**src/rtl/m_epp_fifo.sv**
```systemverilog
// Buffered bridge between the midgetv bus and the single-byte EPP port block.
// Define M_EPP_FIFO_COUNT_EN for FIFO occupancy readback and flush on ADR 2/3.
module m_epp_fifo #(
  parameter int RXLOG2 = 3,
  parameter int TXLOG2 = 3,
  parameter int GAPCYC = 2
) (
  input  logic       CLK_I,
  input  logic       nRST_I,
  input  logic [7:0] DAT_I,
  input  logic [1:0] ADR_I,
  input  logic       STB_I,
  input  logic       WE_I,
  output logic [7:0] DAT_O,
  output logic       ACK_O,
  output logic       M_STB_O,
  output logic       M_WE_O,
  output logic       M_ADR_O,
  output logic [7:0] M_DAT_O,
  input  logic [7:0] M_DAT_I,
  input  logic       M_ACK_I
);

  typedef enum logic [2:0] {
    POLL   = 3'd0,
    DECIDE = 3'd1,
    RD     = 3'd2,
    WR     = 3'd3,
    GAP    = 3'd4
  } state_t;

  localparam int RXD = 2 ** RXLOG2;
  localparam int TXD = 2 ** TXLOG2;
  localparam logic [3:0] GAP_LAST = 4'(GAPCYC - 1);
  localparam logic [RXLOG2:0] RX_INC = {{RXLOG2{1'b0}}, 1'b1};
  localparam logic [TXLOG2:0] TX_INC = {{TXLOG2{1'b0}}, 1'b1};

  state_t state, state_nxt;
  logic [3:0] gap_cnt, gap_nxt;
  logic [1:0] stat;
  logic       last_rd;
  logic       m_stb, m_we, m_adr;
  logic       urn, drp;

  logic [7:0]      rx_mem [0:RXD-1];
  logic [7:0]      tx_mem [0:TXD-1];
  logic [RXLOG2:0] rx_wp, rx_rp;
  logic [TXLOG2:0] tx_wp, tx_rp;
  logic            rx_empty, rx_full, tx_empty, tx_full;

  logic rd_acc, wr_acc, port_ack;
  logic rx_push, rx_pop, tx_push, tx_pop, rx_flush, tx_flush;
  logic urn_set, drp_set, urn_clr, drp_clr;
  logic rd_ok, wr_ok;
  logic [7:0] rdata;

  assign rx_empty = (rx_wp == rx_rp);
  assign rx_full  = (rx_wp[RXLOG2] != rx_rp[RXLOG2]) &&
                    (rx_wp[RXLOG2-1:0] == rx_rp[RXLOG2-1:0]);
  assign tx_empty = (tx_wp == tx_rp);
  assign tx_full  = (tx_wp[TXLOG2] != tx_rp[TXLOG2]) &&
                    (tx_wp[TXLOG2-1:0] == tx_rp[TXLOG2-1:0]);

  assign rd_acc   = STB_I & ~WE_I;
  assign wr_acc   = STB_I & WE_I;
  assign port_ack = m_stb & M_ACK_I;

  assign rx_pop  = rd_acc && (ADR_I == 2'd0) && !rx_empty;
  assign urn_set = rd_acc && (ADR_I == 2'd0) && rx_empty;
  assign tx_push = wr_acc && (ADR_I == 2'd0) && !tx_full;
  assign drp_set = wr_acc && (ADR_I == 2'd0) && tx_full;
  assign urn_clr = wr_acc && (ADR_I == 2'd1) && DAT_I[2];
  assign drp_clr = wr_acc && (ADR_I == 2'd1) && DAT_I[3];
  assign rx_push = (state == RD) && port_ack;
  assign tx_pop  = (state == WR) && port_ack;

  // DECIDE only trusts stat as sampled by the last POLL.
  assign rd_ok = stat[1] && !rx_full;
  assign wr_ok = !stat[0] && !tx_empty;

`ifdef M_EPP_FIFO_COUNT_EN
  logic [RXLOG2:0] rx_cnt;
  logic [TXLOG2:0] tx_cnt;
  assign rx_cnt   = rx_wp - rx_rp;
  assign tx_cnt   = tx_wp - tx_rp;
  assign rx_flush = wr_acc && (ADR_I == 2'd2);
  assign tx_flush = wr_acc && (ADR_I == 2'd3);
`else
  assign rx_flush = 1'b0;
  assign tx_flush = 1'b0;
`endif

  // Port-side master: next state and gap counting.
  always_comb begin
    state_nxt = state;
    gap_nxt   = gap_cnt;
    case (state)
      POLL: begin
        if (port_ack) state_nxt = DECIDE;
        else          state_nxt = POLL;
      end
      DECIDE: begin
        // RX has priority unless it won the previous data access and TX also waits.
        if (rd_ok && (!wr_ok || !last_rd)) state_nxt = RD;
        else if (wr_ok)                    state_nxt = WR;
        else                               state_nxt = POLL;
      end
      RD, WR: begin
        if (port_ack) state_nxt = GAP;
        else          state_nxt = state;
      end
      GAP: begin
        if (gap_cnt == GAP_LAST) begin
          state_nxt = POLL;
          gap_nxt   = 4'd0;
        end else begin
          state_nxt = GAP;
          gap_nxt   = gap_cnt + 4'd1;
        end
      end
      default: begin
        state_nxt = POLL;
        gap_nxt   = 4'd0;
      end
    endcase
  end

  // State, registered port strobes and sampled status.
  always_ff @(posedge CLK_I) begin
    if (!nRST_I) begin
      state   <= POLL;
      gap_cnt <= 4'd0;
      m_stb   <= 1'b0;
      m_we    <= 1'b0;
      m_adr   <= 1'b1;
      stat    <= 2'b00;
      last_rd <= 1'b0;
    end else begin
      state   <= state_nxt;
      gap_cnt <= gap_nxt;
      m_stb   <= (state_nxt == POLL) || (state_nxt == RD) || (state_nxt == WR);
      m_we    <= (state_nxt == WR);
      m_adr   <= !((state_nxt == RD) || (state_nxt == WR));
      if ((state == POLL) && port_ack) stat <= M_DAT_I[1:0];
      if (rx_push)     last_rd <= 1'b1;
      else if (tx_pop) last_rd <= 1'b0;
    end
  end

  // FIFO storage; contents need no reset.
  always_ff @(posedge CLK_I) begin
    if (rx_push) rx_mem[rx_wp[RXLOG2-1:0]] <= M_DAT_I;
    if (tx_push) tx_mem[tx_wp[TXLOG2-1:0]] <= DAT_I;
  end

  // FIFO pointers; a flush equalises read to write pointer.
  always_ff @(posedge CLK_I) begin
    if (!nRST_I) begin
      rx_wp <= '0;
      rx_rp <= '0;
      tx_wp <= '0;
      tx_rp <= '0;
    end else begin
      if (rx_push)     rx_wp <= rx_wp + RX_INC;
      if (rx_flush)    rx_rp <= rx_wp;
      else if (rx_pop) rx_rp <= rx_rp + RX_INC;
      if (tx_push)     tx_wp <= tx_wp + TX_INC;
      if (tx_flush)    tx_rp <= tx_wp;
      else if (tx_pop) tx_rp <= tx_rp + TX_INC;
    end
  end

  // Sticky underrun / drop flags.
  always_ff @(posedge CLK_I) begin
    if (!nRST_I) begin
      urn <= 1'b0;
      drp <= 1'b0;
    end else begin
      if (urn_set)      urn <= 1'b1;
      else if (urn_clr) urn <= 1'b0;
      if (drp_set)      drp <= 1'b1;
      else if (drp_clr) drp <= 1'b0;
    end
  end

  // midgetv read mux.
  always_comb begin
    rdata = 8'h00;
    if (STB_I) begin
      case (ADR_I)
        2'd0: begin
          if (rx_empty) rdata = 8'h00;
          else          rdata = rx_mem[rx_rp[RXLOG2-1:0]];
        end
        2'd1: rdata = {4'b0000, drp, urn, tx_full, ~rx_empty};
`ifdef M_EPP_FIFO_COUNT_EN
        2'd2: rdata = 8'(rx_cnt);
        2'd3: rdata = 8'(tx_cnt);
`endif
        default: rdata = 8'h00;
      endcase
    end else begin
      rdata = 8'h00;
    end
  end

  assign DAT_O   = rdata;
  assign ACK_O   = STB_I;
  assign M_STB_O = m_stb;
  assign M_WE_O  = m_we;
  assign M_ADR_O = m_adr;
  assign M_DAT_O = tx_mem[tx_rp[TXLOG2-1:0]];

endmodule

```
**config.mk**
```make
export PLATFORM = sky130hd
export DESIGN_NAME = m_epp_fifo
export DESIGN_NICKNAME = d
export VERILOG_FILES = /design/src/rtl/m_epp_fifo.sv
export SDC_FILE = /design/constraint.sdc
export NUM_CORES = 1
export LEC_CHECK = 0
export CAP_MARGIN = 20
export CORE_MARGIN = 5
export CORE_UTILIZATION = 59
export DETAILED_ROUTE_END_ITERATION = 7
export HOLD_SLACK_MARGIN = 0.02
export PLACE_DENSITY = 0.8
export SETUP_SLACK_MARGIN = 0.5
export SYNTH_ARGS = -nofsm -noshare
export SYNTH_HDL_FRONTEND = slang
export SYNTH_SLANG_ARGS = --single-unit
export TNS_END_PERCENT = 5
```
**constraint.sdc**
```tcl
create_clock -name CLK_I -period 3.1 [get_ports CLK_I]
set_clock_uncertainty 0.15 [all_clocks]
set_input_delay 0.31 -clock CLK_I [delete_from_list [all_inputs] [get_ports CLK_I]]
set_output_delay 0.31 -clock CLK_I [all_outputs]
set_load 0.01 [all_outputs]
```
==> results of run 1 <==
worst max-delay path: stages, from the launching register on:
cell and delay [ps]:
sky130_fd_sc_hd__dfxtp_1 510, sky130_fd_sc_hd__xnor2_1 210, sky130_fd_sc_hd__and4_1 350, sky130_fd_sc_hd__nand2_1 90, sky130_fd_sc_hd__o21ai_1 130, sky130_fd_sc_hd__clkdlybuf4s50_1 580
registers in the layout (all words and copies together), names as in the netlist, 3 cells and up, named ones only:
name / cells
rx_mem: 64
rx_rp: 4
tx_mem: 64
rx_wp: 4
state: 3
tx_wp: 4
tx_rp: 4
gap_cnt: 4
metrics by stage:
step | power (W) | cell area (um^2) | setup slack, ps | instances | utilization, %
after floorplan | 0.00247 | 6650 | 711 | 404 | -
after global placement | 0.00254 | 7350 | 489 | 589 | 67.2
after detailed placement | 0.00254 | 7350 | 519 | 589 | 67.2
after CTS | 0.00447 | 8010 | 329 | 626 | 73.3
after global routing | 0.00460 | 8040 | 228 | 627 | 73.5
final | 0.00444 | 8040 | 352 | 627 | 73.5
cells in the mapped netlist (6+ instances only):
cell type / instances
sky130_fd_sc_hd__edfxtp_1: 128
sky130_fd_sc_hd__dfxtp_1: 37
sky130_fd_sc_hd__mux4_2: 32
sky130_fd_sc_hd__nor2_1: 25
sky130_fd_sc_hd__nand2_1: 17
sky130_fd_sc_hd__a21oi_1: 15
sky130_fd_sc_hd__mux2i_1: 12
sky130_fd_sc_hd__clkbuf_1: 11
sky130_fd_sc_hd__o21ai_0: 11
sky130_fd_sc_hd__mux2_2: 9
sky130_fd_sc_hd__nand3_1: 9
sky130_fd_sc_hd__nand2b_1: 8
sky130_fd_sc_hd__nor3_1: 8
sky130_fd_sc_hd__buf_2: 7
sky130_fd_sc_hd__xor2_1: 7
sky130_fd_sc_hd__ha_1: 6
sky130_fd_sc_hd__xnor2_1: 6
cells by family (layout without fill, tap and decap cells):
family	Yosys count	count (layout)	synth area share, %
AO/OA/AOI/OAI	40	40	3.61
XOR/XNOR	13	13	1.71
adder cells (fa/ha/maj)	6	6	1.13
buffers and inverters	26	109	1.77
flip-flops	165	165	69.0
multiplexers	53	53	14.2
AND/OR/NAND/NOR	101	101	8.62
path summary, 6_finish.rpt:
path / from / endpoint / slack [ps] / cells after the start
max: tx_wp[0] / DAT_O[1] / 350 / 5
min: gap_cnt[3] / gap_cnt[3] / 330 / 2
max reg2reg: rx_wp[2] / rx_rp[2] / 1000 / 7
min reg2reg: gap_cnt[3] / gap_cnt[3] / 330 / 2
per-layer routing:
metal	up-vias	part of all wire [%]	track usage, %
li1	1723	-	-
met3	18	5.6	5.44
met2	113	52	35.3
met4	0	1.3	6.26
met1	1902	41	28.7
met5	-	0	0
area by class of cell:
class	instances	area, um^2	area share (%)
clock buffers	17	425	5.29
clock inverters	15	130	1.62
inverters	4	15.0	0.187
multi-input cells	213	1990	24.8
flip-flops and latches	165	4600	57.2
well taps	140	175	2.18
repair buffers	73	696	8.66
power by group:
part	switching, W	total [W]	internal (W)	leakage, nW
registers	0.00000755	0.00239	0.00238	1.45
clock network	0.000843	0.00195	0.00111	0.263
logic	0.0000553	0.000102	0.0000468	0.972
what timing repair did:
item	CTS	global route
buffers inserted	4	1
gates resized for setup	24	5
endpoints found under the setup margin	16	16
hold buffers	0	0
hold endpoints to repair	0	0
cloned	1	0
pin swaps	0	1
==> flow_metrics.py, run 1 <==
metrics = {
    "setup_path": {
        "setup_crit_end_kind": "output port",
        "worst-endpoint-required_ps": 2640,
        "worstPathArrival_ps": 2290,
        "criticalPathCategory": "flop to output port",
        "cp_max_fo": 9,
        "timing.critical_path.from_type": "flop",
    },
    "finish": {
        "antenna-diode-count": 0,
        "final_common_cell": "sky130_fd_sc_hd__edfxtp_1",
        "final_nets": 503,
        "final.fill_count": 654,
        "most-common-layout-cells": "128 x sky130_fd_sc_hd__edfxtp_1, 33 x sky130_fd_sc_hd__clkdlybuf4s50_1, 32 x sky130_fd_sc_hd__mux4_2",
        "area_delta_synth_final_pct": 20.9,
        "drive_gt1_share_pct": 25.3,
    },
    "floorplanning": {
        "start_util_pct": 60.8,
        "num_rows": 38,
        "pin_count": 43,
        "die_h_um": 116,
        "floorplan.die.width_um": 116,
        "floorplan.die_area_mm2": 0.0135,
        "core-area_mm2": 0.0109,
    },
    "timing": {
        "post-route-min-period_ps": 2750,
        "worst_slew_pin_slew_ps": 607,
        "layout_worst_path_cycle_share_pct": 88.6,
        "fin_hold_viols": 0,
        "holdWs_ps": 332,
        "maxClockFrequency_mhz": 364,
        "grt_setup_unrepaired": "yes",
        "report.final.setup_viol": 0,
        "tns_ps": 0,
        "timing.max_slew.rel_slack_pct": 59.5,
        "final_max_slew_viol_count": 0,
    },
    "pwr": {
        "leakagePower_nw": 2.69,
        "vdd_ir_drop_max_uv": 438,
        "p_per_area_mw_per_mm2": 553,
    },
    "flow_run": {
        "cap_viol_max_count": 0,
    },
    "routing": {
        "ant_nets": 0,
        "avgRoutedWirePerCell_um": 21.2,
        "drc_errors": 0,
        "drt_iter0_drc": 346,
        "detail_route.vias_per_cell": 5.99,
        "first_pass_iters": 5,
        "vias": 3756,
        "drt-total-wl_um": 13300,
    },
    "logic_synthesis": {
        "syn-mean-instance-area_um2": 16.5,
        "dominantRegCellSynth": "sky130_fd_sc_hd__edfxtp_1",
        "synth_cell_types": 51,
        "post_synth_main_area_contributors": "sky130_fd_sc_hd__edfxtp_1 58%, sky130_fd_sc_hd__dfxtp_1 11%, sky130_fd_sc_hd__mux4_2 11%",
        "syn-instance-count": 404,
        "post-synth-top-area-fraction_pct": 57.8,
        "ffs_latches_synth": 165,
        "synth_sequential_area_ratio_pct": 69.0,
        "net_count_after_synthesis": 433,
        "synth.largest_area_cell": "sky130_fd_sc_hd__edfxtp_1",
        "synthesis.yosys.warnings": 0,
        "synth-edff-count": 128,
        "synth.cell_area_mm2": 0.00665,
        "postSynth.asyncResetShare_pct": 0,
    },
    "grt": {
        "grt.overflow.total": 0,
        "grt_first_pass_wirelength_um": 21000,
        "initial_antenna_violation_count": 0,
        "grt_start_max_net_pins": 17,
        "grt_use_total_pct": 21.4,
        "grt_pass1_vias": 3980,
    },
    "placement": {
        "port_buffers": 42,
        "routabilityCongestion": 0.794,
        "place.detailed.hpwl_um": 8130,
    },
    "clock_tree": {
        "clock_insertion_delay_worst_skew_ps": 420,
        "clkSlewWorstSetupHoldPaths_ps": 60,
        "cts.root.buffer_cell": "sky130_fd_sc_hd__clkbuf_16",
        "tritoncts": "done",
        "clockBufferDepth": 2,
        "cts_h_tree_depth": 4,
        "clock-sinks": 165,
        "cts_buffers": 17,
    },
    "status": {
        "outcome": "finished clean",
    },
    "min_path": {
        "min_path_type": "flop to flop",
    },
}
(Power assumes the default switching activity.)
==> inputs of run 2 (changes only) <==
--- a/config.mk
+++ b/config.mk
@@ -7,10 +7,10 @@
 export LEC_CHECK = 0
 export CAP_MARGIN = 20
 export CORE_MARGIN = 5
-export CORE_UTILIZATION = 59
+export CORE_UTILIZATION = 60
 export DETAILED_ROUTE_END_ITERATION = 7
 export HOLD_SLACK_MARGIN = 0.02
-export PLACE_DENSITY = 0.8
+export PLACE_DENSITY = 0.81
 export SETUP_SLACK_MARGIN = 0.5
 export SYNTH_ARGS = -nofsm -noshare
 export SYNTH_HDL_FRONTEND = slang
==> constraint.sdc (replaced) <==
create_clock -name CLK_I -period 3.35 [get_ports CLK_I]
set_clock_uncertainty 0.15 [all_clocks]
set_input_delay 0.335 -clock CLK_I [delete_from_list [all_inputs] [get_ports CLK_I]]
set_output_delay 0.335 -clock CLK_I [all_outputs]
set_load 0.01 [all_outputs]
==> run 2 against run 1 <==
Combinational power is 6% lower; routed wire length is 4.9% lower; clock-buffer cell count stayed put; core utilization is 0.37 points higher; worst setup slack better by 150 ps; final area is 0.37% lower; worst hold slack worse by 5.7 ps; die area is 1.5% lower; clock power is 6% lower.
==> flow_metrics.py, run 2 (synthesis results as in run 1) <==
metrics = {
    "floorplanning": {
        "num_rows": 38,
        "core-area_mm2": 0.0108,
        "start_util_pct": 61.3,
        "pin_count": 43,
        "floorplan.die_area_mm2": 0.0133,
        "die_h_um": 115,
        "floorplan.die.width_um": 115,
    },
    "grt": {
        "grt_first_pass_wirelength_um": 20400,
        "grt.overflow.total": 0,
        "grt_start_max_net_pins": 19,
        "grt_pass1_vias": 3792,
        "grt_use_total_pct": 20.8,
        "initial_antenna_violation_count": 0,
    },
    "finish": {
        "antenna-diode-count": 0,
        "area_delta_synth_final_pct": 20.4,
        "drive_gt1_share_pct": 25.2,
        "most-common-layout-cells": "128 x sky130_fd_sc_hd__edfxtp_1, 40 x sky130_fd_sc_hd__clkdlybuf4s50_1, 32 x sky130_fd_sc_hd__mux4_2",
        "final.fill_count": 653,
        "final_nets": 497,
        "final_common_cell": "sky130_fd_sc_hd__edfxtp_1",
    },
    "routing": {
        "vias": 3651,
        "drt-total-wl_um": 12600,
        "avgRoutedWirePerCell_um": 20.3,
        "detail_route.vias_per_cell": 5.88,
        "ant_nets": 0,
        "drt_iter0_drc": 269,
        "first_pass_iters": 4,
        "drc_errors": 0,
    },
    "setup_path": {
        "timing.critical_path.from_type": "flop",
        "crit_slowest_cell": "sky130_fd_sc_hd__mux4_2",
        "worstPathCellList": "clkbuf_16 -> mux4_2 -> mux2_2 -> clkdlybuf4s50_1",
        "cpPeakStageDelay_ps": 500,
        "setup_crit_end_kind": "output port",
        "criticalPathCategory": "flop to output port",
        "cp_max_fo": 8,
        "cp_depth": 4,
        "cp_top_family": "multiplexers",
        "worstPathArrival_ps": 2360,
        "worst-path-buf-inv": 2,
        "cell_count_of_the_worst_reg_to_reg_path": 4,
        "worst-endpoint-required_ps": 2860,
    },
    "timing": {
        "worst_slew_pin_slew_ps": 600,
        "timing.max_slew.rel_slack_pct": 59.9,
        "maxClockFrequency_mhz": 352,
        "post-route-min-period_ps": 2840,
        "report.final.setup_viol": 0,
        "layout_worst_path_cycle_share_pct": 84.9,
        "final_max_slew_viol_count": 0,
        "grt_setup_unrepaired": "yes",
        "fin_hold_viols": 0,
        "tns_ps": 0,
    },
    "placement": {
        "routabilityCongestion": 0.824,
        "port_buffers": 42,
        "place.detailed.hpwl_um": 8430,
    },
    "clock_tree": {
        "cts_buffers": 17,
        "tritoncts": "done",
        "cts_h_tree_depth": 4,
        "clock_insertion_delay_worst_skew_ps": 520,
        "clockBufferDepth": 2,
        "cts.root.buffer_cell": "sky130_fd_sc_hd__clkbuf_8",
        "clock-sinks": 165,
        "cts_hold_buf": 0,
        "clkSlewWorstSetupHoldPaths_ps": 70,
    },
    "min_path": {
        "min_path_type": "flop to flop",
        "hold_path_cell_cnt": 2,
    },
    "pwr": {
        "internal-power_w": 0.00321,
        "power_w": 0.00414,
        "leakagePower_nw": 2.67,
        "p_per_area_mw_per_mm2": 517,
        "power_frac_seq_pct": 53.5,
        "power.switching_fraction_pct": 22.5,
        "switching_power_w": 0.000930,
        "power_frac_comb_pct": 2.3,
        "pwr-share-clk_pct": 44.2,
        "vdd_ir_drop_max_uv": 383,
    },
    "flow_run": {
        "cap_viol_max_count": 0,
    },
    "status": {
        "outcome": "finished clean",
    },
}
==> run 2: changes by cell type in the layout (fill, tap and decap cells not counted), sizes merged, moves of 2 or more <==
cell and change:
buf -6, clkdlybuf4s50 +7, clkinv -4, clkinvlp -2, dlygate4sd2 -7, inv +7
==> run 2: path summary, 6_finish.rpt <==
kind	from	end	slack, ps
max reg2reg	tx_wp[2]	tx_mem[7][2]	1280
min reg2reg	gap_cnt[3]	gap_cnt[3]	330
max	flop	M_DAT_O[7]	510
min	gap_cnt[3]	gap_cnt[3]	330
==> run 2: routing by layer <==
metal / GRT usage [%] / vias up / part of all wire [%]
met5: 0 / - / 0
met4: 5.87 / 0 / 1.2
met3: 5.21 / 12 / 5.2
met2: 35.0 / 102 / 53
met1: 27.1 / 1827 / 40
li1: - / 1710 / -
==> run 2: layout make-up <==
cell class	count	area, um^2	area share [%]
Inverter	4	15.0	0.188
Timing Repair Buffer	67	652	8.14
Tap cell	140	175	2.19
Multi-Input combinational cell	213	2000	24.9
Sequential cell	165	4600	57.4
Clock inverter	15	155	1.94
Clock buffer	17	414	5.17
==> run 2: repair_timing <==
item,in CTS,in global routing
pin swaps,1,0
endpoints found under the setup margin,16,15
setup buffers,1,0
gates resized for setup,18,9
gates cloned,0,1
==> run 2: power by group through the flow <==
stage          clock network (W)  registers (W)   logic, W
2_1_floorplan                  0        0.00226  0.0000336
3_3_place_gp                   0        0.00226  0.0000899
3_5_place_dp                   0        0.00226  0.0000945
4_1_cts                  0.00187        0.00221  0.0000964
5_1_grt                  0.00196        0.00221   0.000105
6_report                 0.00183        0.00221  0.0000955
==> run 2: worst register-to-register path: stages, from the launching register on <==
cell and delay (ps):
sky130_fd_sc_hd__dfxtp_1 480, sky130_fd_sc_hd__xnor2_1 140, sky130_fd_sc_hd__and4_2 270, sky130_fd_sc_hd__nor4b_2 450, sky130_fd_sc_hd__buf_4 270
==> run 2: stage by stage <==
stage / utilization (%) / instance area, um^2 / setup WS, ps / instances / hold WS (ps)
2_1_floorplan: - / 6650 / 936 / 404 / 284
3_3_place_gp: 67.5 / 7320 / 631 / 587 / 303
3_5_place_dp: 67.5 / 7320 / 512 / 587 / 311
4_1_cts: 73.3 / 7950 / 428 / 620 / 324
5_1_grt: 73.8 / 8010 / 429 / 621 / 355
6_report: 73.8 / 8010 / 506 / 621 / 326
